[src/rtl/matrix_regbank_if.sv]
// Host-side channels of matrix_regbank: command, write-beat and read-beat handshakes.
interface matrix_regbank_if #(
  parameter int ELEM_W = 8,
  parameter int DIM    = 5
);
  localparam int AW = $clog2(DIM*DIM);

  logic              cmd_valid;
  logic              cmd_ready;
  logic [1:0]        cmd_op;
  logic [AW-1:0]     cmd_addr;
  logic [AW-1:0]     cmd_len;
  logic              wr_valid;
  logic              wr_ready;
  logic [ELEM_W-1:0] wr_data;
  logic              rd_valid;
  logic              rd_ready;
  logic [ELEM_W-1:0] rd_data;

  modport master (
    output cmd_valid, cmd_op, cmd_addr, cmd_len, wr_valid, wr_data, rd_ready,
    input  cmd_ready, wr_ready, rd_valid, rd_data
  );

  modport slave (
    input  cmd_valid, cmd_op, cmd_addr, cmd_len, wr_valid, wr_data, rd_ready,
    output cmd_ready, wr_ready, rd_valid, rd_data
  );
endinterface

[src/rtl/matrix_regbank.sv]
// Operand A/B and result C register bank with burst command access.
// Define REGBANK_SNAPSHOT_EN to read each C burst from a copy taken at command acceptance.
module matrix_regbank #(
  parameter int ELEM_W = 8,
  parameter int DIM    = 5
) (
  input  logic                      clk,
  input  logic                      rst_n,
  matrix_regbank_if.slave           bus,
  input  logic [DIM*DIM*ELEM_W-1:0] matrix_C,
  output logic [DIM*DIM*ELEM_W-1:0] matrix_A,
  output logic [DIM*DIM*ELEM_W-1:0] matrix_B,
  output logic                      busy,
  output logic                      done,
  output logic                      err
);
  localparam int N  = DIM*DIM;
  localparam int AW = $clog2(N);
  localparam logic [AW:0] LAST = (AW+1)'(N-1);
  localparam logic [1:0] OP_RD_C = 2'd2;
  localparam logic [1:0] OP_CLR  = 2'd3;

  typedef enum logic [1:0] {IDLE, WRITE, READ, CLEAR} state_t;

  state_t            state_q, state_d;
  logic [AW-1:0]     ptr_q, cnt_q;
  logic              target_a_q;
  logic [ELEM_W-1:0] a_q [N];
  logic [ELEM_W-1:0] b_q [N];
  logic [ELEM_W-1:0] rd_data_q;
  logic              rd_valid_q;
  logic              done_q, done_d;
  logic              err_q, err_d;
  logic [ELEM_W-1:0] c_live [N];
  logic [ELEM_W-1:0] c_src  [N];
  logic              cmd_fire, range_bad, cmd_accept, wr_fire, rd_fire, last_beat;

  genvar gi;
  generate
    for (gi = 0; gi < N; gi++) begin : g_elem
      assign c_live[gi]                       = matrix_C[gi*ELEM_W +: ELEM_W];
      assign matrix_A[gi*ELEM_W +: ELEM_W]    = a_q[gi];
      assign matrix_B[gi*ELEM_W +: ELEM_W]    = b_q[gi];
    end
  endgenerate

`ifdef REGBANK_SNAPSHOT_EN
  logic [ELEM_W-1:0] shadow_q [N];

  always_ff @(posedge clk or negedge rst_n) begin
    if (!rst_n) begin
      for (int i = 0; i < N; i++) shadow_q[i] <= '0;
    end else if (cmd_accept && bus.cmd_op == OP_RD_C) begin
      for (int i = 0; i < N; i++) shadow_q[i] <= c_live[i];
    end
  end

  assign c_src = shadow_q;
`else
  assign c_src = c_live;
`endif

  // Range check is done one bit wider so addr+len cannot wrap into range.
  assign cmd_fire   = bus.cmd_valid && (state_q == IDLE);
  assign range_bad  = ({1'b0, bus.cmd_addr} + {1'b0, bus.cmd_len}) > LAST;
  assign cmd_accept = cmd_fire && !range_bad;
  assign wr_fire    = (state_q == WRITE) && bus.wr_valid;
  assign rd_fire    = (state_q == READ) && rd_valid_q && bus.rd_ready;
  assign last_beat  = (cnt_q == '0);

  always_ff @(posedge clk or negedge rst_n) begin
    if (!rst_n) state_q <= IDLE;
    else        state_q <= state_d;
  end

  always_comb begin
    state_d       = state_q;
    done_d        = 1'b0;
    err_d         = 1'b0;
    bus.cmd_ready = (state_q == IDLE);
    bus.wr_ready  = (state_q == WRITE);
    busy          = (state_q != IDLE);
    case (state_q)
      IDLE: begin
        if (cmd_fire) begin
          if (range_bad)                  err_d   = 1'b1;
          else if (bus.cmd_op == OP_RD_C) state_d = READ;
          else if (bus.cmd_op == OP_CLR)  state_d = CLEAR;
          else                            state_d = WRITE;
        end
      end
      WRITE: begin
        if (wr_fire && last_beat) begin
          state_d = IDLE;
          done_d  = 1'b1;
        end
      end
      READ: begin
        if (rd_fire && last_beat) begin
          state_d = IDLE;
          done_d  = 1'b1;
        end
      end
      CLEAR: begin
        state_d = IDLE;
        done_d  = 1'b1;
      end
      default: state_d = IDLE;
    endcase
  end

  // The first read beat is loaded at acceptance so rd_valid rises one cycle later.
  always_ff @(posedge clk or negedge rst_n) begin
    if (!rst_n) begin
      ptr_q      <= '0;
      cnt_q      <= '0;
      target_a_q <= 1'b0;
      rd_data_q  <= '0;
      rd_valid_q <= 1'b0;
      done_q     <= 1'b0;
      err_q      <= 1'b0;
    end else begin
      done_q <= done_d;
      err_q  <= err_d;
      if (cmd_accept) begin
        ptr_q      <= bus.cmd_addr;
        cnt_q      <= bus.cmd_len;
        target_a_q <= bus.cmd_op[0];
        if (bus.cmd_op == OP_RD_C) begin
          rd_data_q  <= c_live[bus.cmd_addr];
          rd_valid_q <= 1'b1;
          ptr_q      <= bus.cmd_addr + AW'(1);
        end
      end
      if (wr_fire) begin
        ptr_q <= ptr_q + AW'(1);
        cnt_q <= cnt_q - AW'(1);
      end
      if (rd_fire) begin
        if (last_beat) begin
          rd_valid_q <= 1'b0;
        end else begin
          rd_data_q <= c_src[ptr_q];
          ptr_q     <= ptr_q + AW'(1);
          cnt_q     <= cnt_q - AW'(1);
        end
      end
    end
  end

  always_ff @(posedge clk or negedge rst_n) begin
    if (!rst_n) begin
      for (int i = 0; i < N; i++) begin
        a_q[i] <= '0;
        b_q[i] <= '0;
      end
    end else if (state_q == CLEAR) begin
      for (int i = 0; i < N; i++) begin
        a_q[i] <= '0;
        b_q[i] <= '0;
      end
    end else if (wr_fire) begin
      if (target_a_q) a_q[ptr_q] <= bus.wr_data;
      else            b_q[ptr_q] <= bus.wr_data;
    end
  end

  assign bus.rd_data  = rd_data_q;
  assign bus.rd_valid = rd_valid_q;
  assign done         = done_q;
  assign err          = err_q;
endmodule

[src/flat_wrapper.sv]
// flat-port wrapper written by rule: the top's interface ports become plain ports
module matrix_regbank_flat 
#(
  parameter int ELEM_W = 8,
  parameter int DIM    = 5
)
  (clk, rst_n, matrix_C, matrix_A, matrix_B, busy, done, err, bus_cmd_valid, bus_cmd_op, bus_cmd_addr, bus_cmd_len, bus_wr_valid, bus_wr_data, bus_rd_ready, bus_cmd_ready, bus_wr_ready, bus_rd_valid, bus_rd_data);
  matrix_regbank_if #(.ELEM_W(ELEM_W), .DIM(DIM)) bus_i ();
  input  logic clk;
  input  logic rst_n;
  input  logic [DIM*DIM*ELEM_W-1:0] matrix_C;
  output logic [DIM*DIM*ELEM_W-1:0] matrix_A;
  output logic [DIM*DIM*ELEM_W-1:0] matrix_B;
  output logic busy;
  output logic done;
  output logic err;
  input wire logic [$bits(bus_i.cmd_valid)-1:0] bus_cmd_valid;
  input wire logic [$bits(bus_i.cmd_op)-1:0] bus_cmd_op;
  input wire logic [$bits(bus_i.cmd_addr)-1:0] bus_cmd_addr;
  input wire logic [$bits(bus_i.cmd_len)-1:0] bus_cmd_len;
  input wire logic [$bits(bus_i.wr_valid)-1:0] bus_wr_valid;
  input wire logic [$bits(bus_i.wr_data)-1:0] bus_wr_data;
  input wire logic [$bits(bus_i.rd_ready)-1:0] bus_rd_ready;
  output wire logic [$bits(bus_i.cmd_ready)-1:0] bus_cmd_ready;
  output wire logic [$bits(bus_i.wr_ready)-1:0] bus_wr_ready;
  output wire logic [$bits(bus_i.rd_valid)-1:0] bus_rd_valid;
  output wire logic [$bits(bus_i.rd_data)-1:0] bus_rd_data;
  assign bus_i.cmd_valid = bus_cmd_valid;
  assign bus_i.cmd_op = bus_cmd_op;
  assign bus_i.cmd_addr = bus_cmd_addr;
  assign bus_i.cmd_len = bus_cmd_len;
  assign bus_i.wr_valid = bus_wr_valid;
  assign bus_i.wr_data = bus_wr_data;
  assign bus_i.rd_ready = bus_rd_ready;
  assign bus_cmd_ready = bus_i.cmd_ready;
  assign bus_wr_ready = bus_i.wr_ready;
  assign bus_rd_valid = bus_i.rd_valid;
  assign bus_rd_data = bus_i.rd_data;
  matrix_regbank #(.ELEM_W(ELEM_W), .DIM(DIM)) u_core (.clk(clk), .rst_n(rst_n), .bus(bus_i), .matrix_C(matrix_C), .matrix_A(matrix_A), .matrix_B(matrix_B), .busy(busy), .done(done), .err(err));
endmodule
[config.mk]
export PLATFORM = sky130hd
export DESIGN_NAME = matrix_regbank_flat
export DESIGN_NICKNAME = d
export VERILOG_FILES = /design/src/rtl/matrix_regbank_if.sv /design/src/rtl/matrix_regbank.sv /design/src/flat_wrapper.sv
export SDC_FILE = /design/constraint.sdc
export NUM_CORES = 1
export LEC_CHECK = 0
export CAP_MARGIN = 5
export CORE_AREA = 2 2 248 250
export DETAILED_ROUTE_END_ITERATION = 7
export DIE_AREA = 0 0 250 252
export PLACE_DENSITY = 0.66
export SYNTH_ARGS = -nofsm -noshare
export SYNTH_HDL_FRONTEND = slang
export SYNTH_SLANG_ARGS = --single-unit
[constraint.sdc]
create_clock -name clk -period 2.3 [get_ports clk]
set_input_delay 0.575 -clock clk [delete_from_list [all_inputs] [get_ports clk]]
set_output_delay 0.575 -clock clk [all_outputs]
set_load 0.1 [all_outputs]
==> results by group <==
Run status
  • Status: complete, no violations

Drt
  • Post-DR wirelength/cell: around 23 um
  • Final ANT Viol Nets: 0
  • Vias: slightly above 20000
  • DRC Markers: 0
  • Vias/cell: about 5.5
  • WL final: 84.72 mm
  • DR pass1 iterations: 8
  • First DRT Iteration DRCs: ~1600

STA
  • Slew Viols, Final: 0
  • Rel. slew slack: roughly three fifths
  • Ratio of final minimum period to clock period: about 98%
  • Minimum clock period: ~2300 ps
  • Worst-Margin Slew: between 600 and 700 ps
  • Fmax: around 440 MHz
  • Final hold vios: 0
  • Final setup vio count: 0
  • Final Worst Setup Slack: around 39 ps
  • Final Skew: between 15 and 20 ps
  • Hold_ws: ~460 ps

Placement
  • Hpwl dp: 61.41 mm
  • PortBufs: around 640
  • Pre-CTS WS: -947.8 ps
  • Post-Place Cells: 3572
  • Routability congestion estimate: approximately 0.94

Final layout
  • Fin nets: ~3100
  • Ratio of cells with drive above 1 in the final layout: between 20 and 30%
  • Layout area overhead: 42.61%
  • Fin cells: around 3700
  • Core Util, Final: between 50% and 60%

Synth
  • Yosys reg bits: around 420
  • Netlist Area Pre-Place: between 20000 and 25000 sq um
  • Async S/R FF share, synth: 100.0%
  • Top cell type by total area after synthesis: dfrtp_1
  • Most used DFF post-synth: dfrtp_1
  • Synth area leaders: dfrtp_1 49%, mux4_2 9.3%, nand3_1 7.3%
  • Post-synth top cells: 424 x dfrtp_1, 409 x nand2_1, 313 x nand3_1, 308 x a21oi_1, 118 x clkbuf_1
  • Avg Cell Area, Syn: 9.826 sq um
  • Yosys cell types: 74
  • Yosys Warn Count: 0
  • Number of flops mapped to enable cells by yosys: 0
  • Seq/Total Area, Yosys: between 40% and 50%
  • Top-count cell post-synth: dfrtp_1
  • Syn Nets: 2421
  • Cells after synthesis: 2184
  • Area share of the largest cell type after synthesis: 49.44%

Power and ir drop
  • PwrDens: ~1200 nW/um^2
  • Pwr Total: 35.27 mW
  • Worst VDD drop: approximately 0.0011 V
  • Leakage power: around 14 nW

Clock network
  • Clk_lat worst skew: approximately 570 ps
  • Clock tree from TritonCTS: yes
  • CTS Sinks: around 420
  • CTS H-Tree Depth: 2
  • Clock transition at path regs: 60 ps
  • Clk root buf: clkbuf_16
  • Max clock buf depth: 3
  • Number of CTS-inserted buffers: between 40 and 50

Global route
  • Initial antenna violation count: 12
  • GRT busiest layer: met2
  • Vias in the first global route: 20570
  • Met1 Usage GRT: a little under a third
  • First-pass GRT wire length: 126.4 mm
  • Met3 usage: under 10%
  • GRT Util Overall: 26.15%
  • Met2 Use GR: 45.29%
  • Largest net degree at the start of global routing: about 120
  • Remaining global-route overflow: 0

Die
  • Die H: between 200 and 300 um
  • IO Count: around 640
  • Std cell rows: 90
  • Placeable Area: 60130 sq um
  • DIE WIDTH: ~250 um
  • Starting utilization of the core area: a little over a third
  • Full die area: ~63000 sq um

Critical path
  • CP Capture Type: register
  • CP Data Arrival Time: between 2000 and 3000 ps
  • Worst setup path category: in -> reg
  • CP max stage cell: fa_2
  • Crit-path max FO: 9
  • Worst path required time: between 2000 and 3000 ps
  • Critical Path Max Stage Delay: about 360 ps
  • Crit path cell chain: buf_2, ha_4, fa_2, a211oi_2, o32a_1, a21oi_2, buf_4, o211ai_4, nor3_4, buf_12, o311a_1
  • Critical path startpoint category: input pin

Min path
  • Hold Crit Class: in -> reg

Run
  • # Max-Cap Violations: 0
==> cell families (layout without fill, tap and decap cells) <==
family	after synthesis	in the layout	synth area share (%)
fa+ha+maj	12	12	0.7346
xor+xnor	5	5	0.2040
flops	424	424	49.44
other cells	0	6	0
compound gates	402	402	10.70
simple gates	917	917	19.62
mux	204	204	14.81
buf+inv	220	915	4.483
==> power breakdown <==
part           switching [mW]  internal, mW  leakage [nW]  total (mW)
registers               0.930          8.64          5.85        9.57
clock network            3.13          4.47         0.760        7.61
logic                    13.3          4.78          7.51        18.1
total                    17.4          17.9          14.1        35.3
==> repair_timing <==
action / in CTS / in global routing
pin swaps: 7 / 5
endpoints found under the setup margin: 22 / 21
setup buffers: 4 / 2
gates resized for setup: 9 / 9
hold buffers: 1 / 0
cloned: 0 / 0
hold endpoints to repair: 35 / 0
==> final cells by class <==
class                      instances  area (sq um)
timing repair buffer             826          7402
inverter                           6         22.52
multi-input combinational       1540         10040
antenna                            6         15.01
fill                            5401         29530
clock inverter                    20         255.2
sequential                       424         10620
clock buffer                      63          1276
tap                              782         978.4
==> per-layer routing <==
metal / part of all wire [%] / wire, um
met5: 0.015 / 13
met4: 3.9 / 3325
met3: 8.3 / 7044
met2: 50 / 42200
met1: 38 / 32130
==> registers in the layout, indices dropped and copies added (netlist names) <==
| signal | cells |
|---|---|
| u_core.matrix_A | 200 |
| u_core.matrix_B | 200 |
| u_core.bus.rd_data | 8 |
| u_core.cnt_q | 5 |
| u_core.ptr_q | 5 |
| u_core.state_q | 2 |
| u_core.bus.rd_valid | 1 |
| u_core.done | 1 |
| u_core.err | 1 |
| u_core.target_a_q | 1 |
==> cells in the final DEF (no fill, tap or decap), types with 6 or more instances in the layout <==
cell and n:
nor2_4 6, buf_4 547, diode_2 6, o211ai_1 10
o311a_1 9, nand4_1 15, a21oi_1 308, clkinv_2 10
o21ai_1 6, mux2_2 18, buf_12 55, clkbuf_1 12
ha_1 7, nor3_1 6, mux4_2 89, nor2b_1 12
buf_2 10, clkdlybuf4s50_1 209, nand2_1 407, nor2_1 103
a211oi_1 8, mux2i_1 96, o221ai_1 7, nand3_1 313
clkbuf_16 47, dfrtp_1 422, a22oi_1 13, o21ai_0 7
==> final timing paths <==
kind / from / slack, ps / endpoint / cells past startpoint
max: bus_cmd_len[0] / 40 / u_core.bus.rd_data[1] / 11
min reg2reg: u_core.matrix_B[26] / 520 / u_core.matrix_B[26] / 2
max reg2reg: u_core.cnt_q[1] / 100 / u_core.ptr_q[2] / 9
max in group asynchronous: rst_n / 1020 / u_core.matrix_A[164] / 3
min: bus_wr_data[1] / 460 / u_core.matrix_A[193] / 4
min in group asynchronous: rst_n / 540 / u_core.matrix_A[113] / 2
==> metrics by stage <==
| stage | setup TNS (ps) | instance area, sq um |
|---|---|---|
| 2_1_floorplan | -3159 | 21530 |
| 4_1_cts | 0 | 30550 |
| 3_3_place_gp | -71500 | 28970 |
| 5_1_grt | -4.548 | 30600 |
| 3_5_place_dp | -80140 | 28970 |
| 6_report | 0 | 30610 |
==> critical path: cells and delay by family <==
family                   cells  cell delay, ps
AO/OA/AOI/OAI                5            1130
adder cells (fa/ha/maj)      2             520
buffers and inverters        3             420
AND/OR/NAND/NOR              1              70
No activity file was read; power rests on OpenSTA's default activity.
==> RTL change: new RTL, same settings <==
The option `REGBANK_SNAPSHOT_EN` is turned on by a define.
--- a/src/rtl/matrix_regbank.sv
+++ b/src/rtl/matrix_regbank.sv
@@ -1,4 +1,6 @@
 // Operand A/B and result C register bank with burst command access.
 // Define REGBANK_SNAPSHOT_EN to read each C burst from a copy taken at command acceptance.
+`define REGBANK_SNAPSHOT_EN
+
 module matrix_regbank #(
   parameter int ELEM_W = 8,
Check against the original RTL: not settled (the Yosys comparison gave no result); the edit may change what the design does.
==> RTL change against the original RTL <==
- the flow now finishes with violations (negative setup slack)
- worst setup slack got worse by 0.21 ns
- utilization grew 16 points
- sequential cell count up 200
- final area grew 32%
- synthesized cell count increased by 19%
- area after synthesis is 38% higher
- total power down 34%
- routed wire length rose by 24%
- critical endpoint is now u_core.c_src[52]
- highest routed layer unchanged
==> RTL change: results (changes against the original RTL) <==
metric,value,unit,change
outcome,"finished, violations left",,
violations,negative setup slack,,
async_flop_share,1.00,,unchanged
clock_latency,0.60,ns,+0.03 ns
r2r_start,u_core.ptr_q[0],,
synth_compound_area_frac,0.0802,,-0.0268
holdPathEnd,u_core.cnt_q[0],,
cts_made_buffers,67,,+43%
critPathArrivalTime,2.94,ns,+0.22 ns
seq_area_frac_synth,0.528,,+0.0338
power_leakage,19.7,nW,+40%
muxShareOfSynthArea,0.210,,+0.0614
synth_seq_cells,624,,+47%
r2r_cells,7,,-2
yosys.area_share.adder,0.00533,,-0.00201
port_buffers,638,,unchanged
track_usage,0.329,,+0.0670
finalSetupTns,-22.38,ns,-22.38 ns
routedWlPerCell,25.1,um,+8.8%
critPathTopFamily,compound AO/OA/AOI/OAI gates,,
r2r-end,u_core.bus.rd_data[5],,
antenna_found_initial,5,,-7
relSlewSlack,0.476,,-0.119
fin_skew,0.0205,ns,+0.00378 ns
cp_max_fo,8,,-1
setup_violations,206,,+206
cts_htree_levels,3,,+1
slowest_stage,fa_2,,
hold_path_class,input port to register,,
pre_cts_ws,-1.34,ns,-0.394 ns
ctsLongestPathBuffers,3,,unchanged
cpPeakStageDelay,0.38,ns,+0.02 ns
clk_pin_slew,0.06,ns,about the same
synthTopCellsByCount,"dfrtp_1, nand2_1, a21oi_1",,
hpwl,75.2,mm,+22%
yosysUniqueCellTypes,66,,-11%
grt_start_max_net_pins,116,,+0.87%
synth_area_leaders,"dfrtp_1, mux2_4, mux4_2, a21oi_1, nand3_1",,
drive_above_1_share,0.345,,+0.0494
syn-num-nets,2843,,+17%
viasPerCell,5.91,,+6.5%
vdd_drop_max,0.000412,V,-64%
reg2reg_slack,-0.04,ns,-0.14 ns
fin_ws,-0.168,ns,-0.206 ns
yosysWarnings,0,,unchanged
grt_pass1_vias,24900,,+21%
gp_congestion,0.918,,-2.0%
drt_first_pass_iters,6,,-2
grt_pass1_wl,157,mm,+24%
worstHoldStart,bus_cmd_len[0],,
fillers,4540,,-16%
worstHoldPathCells,3,,-1
drt_iter0_drc,1971,,+24%
final_nets,3587,,+16%
yosys.area_share.xor_xnor,0.00178,,-0.000263
RTL change: cell types whose count changed after synthesis, moves of 7 or more:
cell       before  now
clkbuf_1      118  161
buf_8           0   10
a21oi_1       308  320
buf_4          12    4
buf_2          55   31
buf_6           3   15
a2111oi_0       0    7
mux2i_1        96  104
mux2_4          0  200
dfrtp_1       424  624
nand2_1       409  389
RTL change: logic make-up after synthesis:
kind of cell | count (synthesis)
and+or+nand+nor | 889
adders and majority gates | 12
DFF | 624
AOI/OAI and AO/OA | 415
muxes | 409
xor gates and xnor gates | 6
buffers and inverters | 251
RTL change: layout make-up:
class / instances / share of cell area
diodes: 4 / 0.000248
clock buffers: 96 / 0.0487
clock inverters: 17 / 0.00493
inverters: 9 / 0.000836
multi-input cells: 1733 / 0.323
flip-flops and latches: 624 / 0.387
well taps: 782 / 0.0242
repair buffers: 915 / 0.212
RTL change: metal layers:
metal | GRT usage | routed length (um) | vias to the layer above
met1 | 0.411 | 39900 | 12500
met5 | 0 | 13 | -
li1 | - | - | 10700
met3 | 0.0587 | 7910 | 258
met2 | 0.552 | 51900 | 1253
met4 | 0.164 | 5350 | 2
RTL change: worst max-delay path by stage:
stage                               start               endpoint  slack (ns)  cells after the start
after floorplan            bus_cmd_len[0]        u_core.c_src[0]       -0.46                     11
after global placement     bus_cmd_len[0]    u_core.bus.rd_valid       -1.23                     10
after detailed placement   bus_cmd_len[0]  u_core.bus.rd_data[4]       -1.34                     10
after CTS                 bus_cmd_addr[0]        u_core.c_src[5]       -0.18                     12
after global routing      bus_cmd_addr[0]       u_core.c_src[42]       -0.19                     12
final                     bus_cmd_addr[0]       u_core.c_src[52]       -0.17                     11
RTL change: worst min-delay path: cells and delay by family:
| family | cells | cell delay (ns) |
|---|---|---|
| buffers and inverters | 2 | 0.24 |
| AO/OA/AOI/OAI | 1 | 0.09 |
RTL change: what timing repair did:
| item | in CTS | in global routing |
|---|---|---|
| endpoints found under the setup margin | 223 | 244 |
| buffers inserted | 9 | 1 |
| endpoints found under the hold margin | 27 | 0 |
| gates cloned | 7 | 7 |
| gates resized for setup | 66 | 25 |
| hold buffers | 1 | 0 |
| pin swaps | 10 | 7 |
RTL change: power by group:
group / switching, mW / internal [mW] / total [mW]
combinational: 0.862 / 0.733 / 1.60
sequential: 0 / 11.0 / 11.0
clock: 4.41 / 6.38 / 10.8
total: 5.27 / 18.1 / 23.4
RTL change: stage by stage:
stage	util	hold WS, ns	area [um^2]	instances
after floorplan	-	0.279	29800	2606
after detailed placement	0.623	0.491	37500	4040
after global placement	0.623	0.489	37500	4040
after global routing	0.672	0.346	40400	4179
final	0.672	0.363	40400	4180
after CTS	0.668	0.311	40100	4169
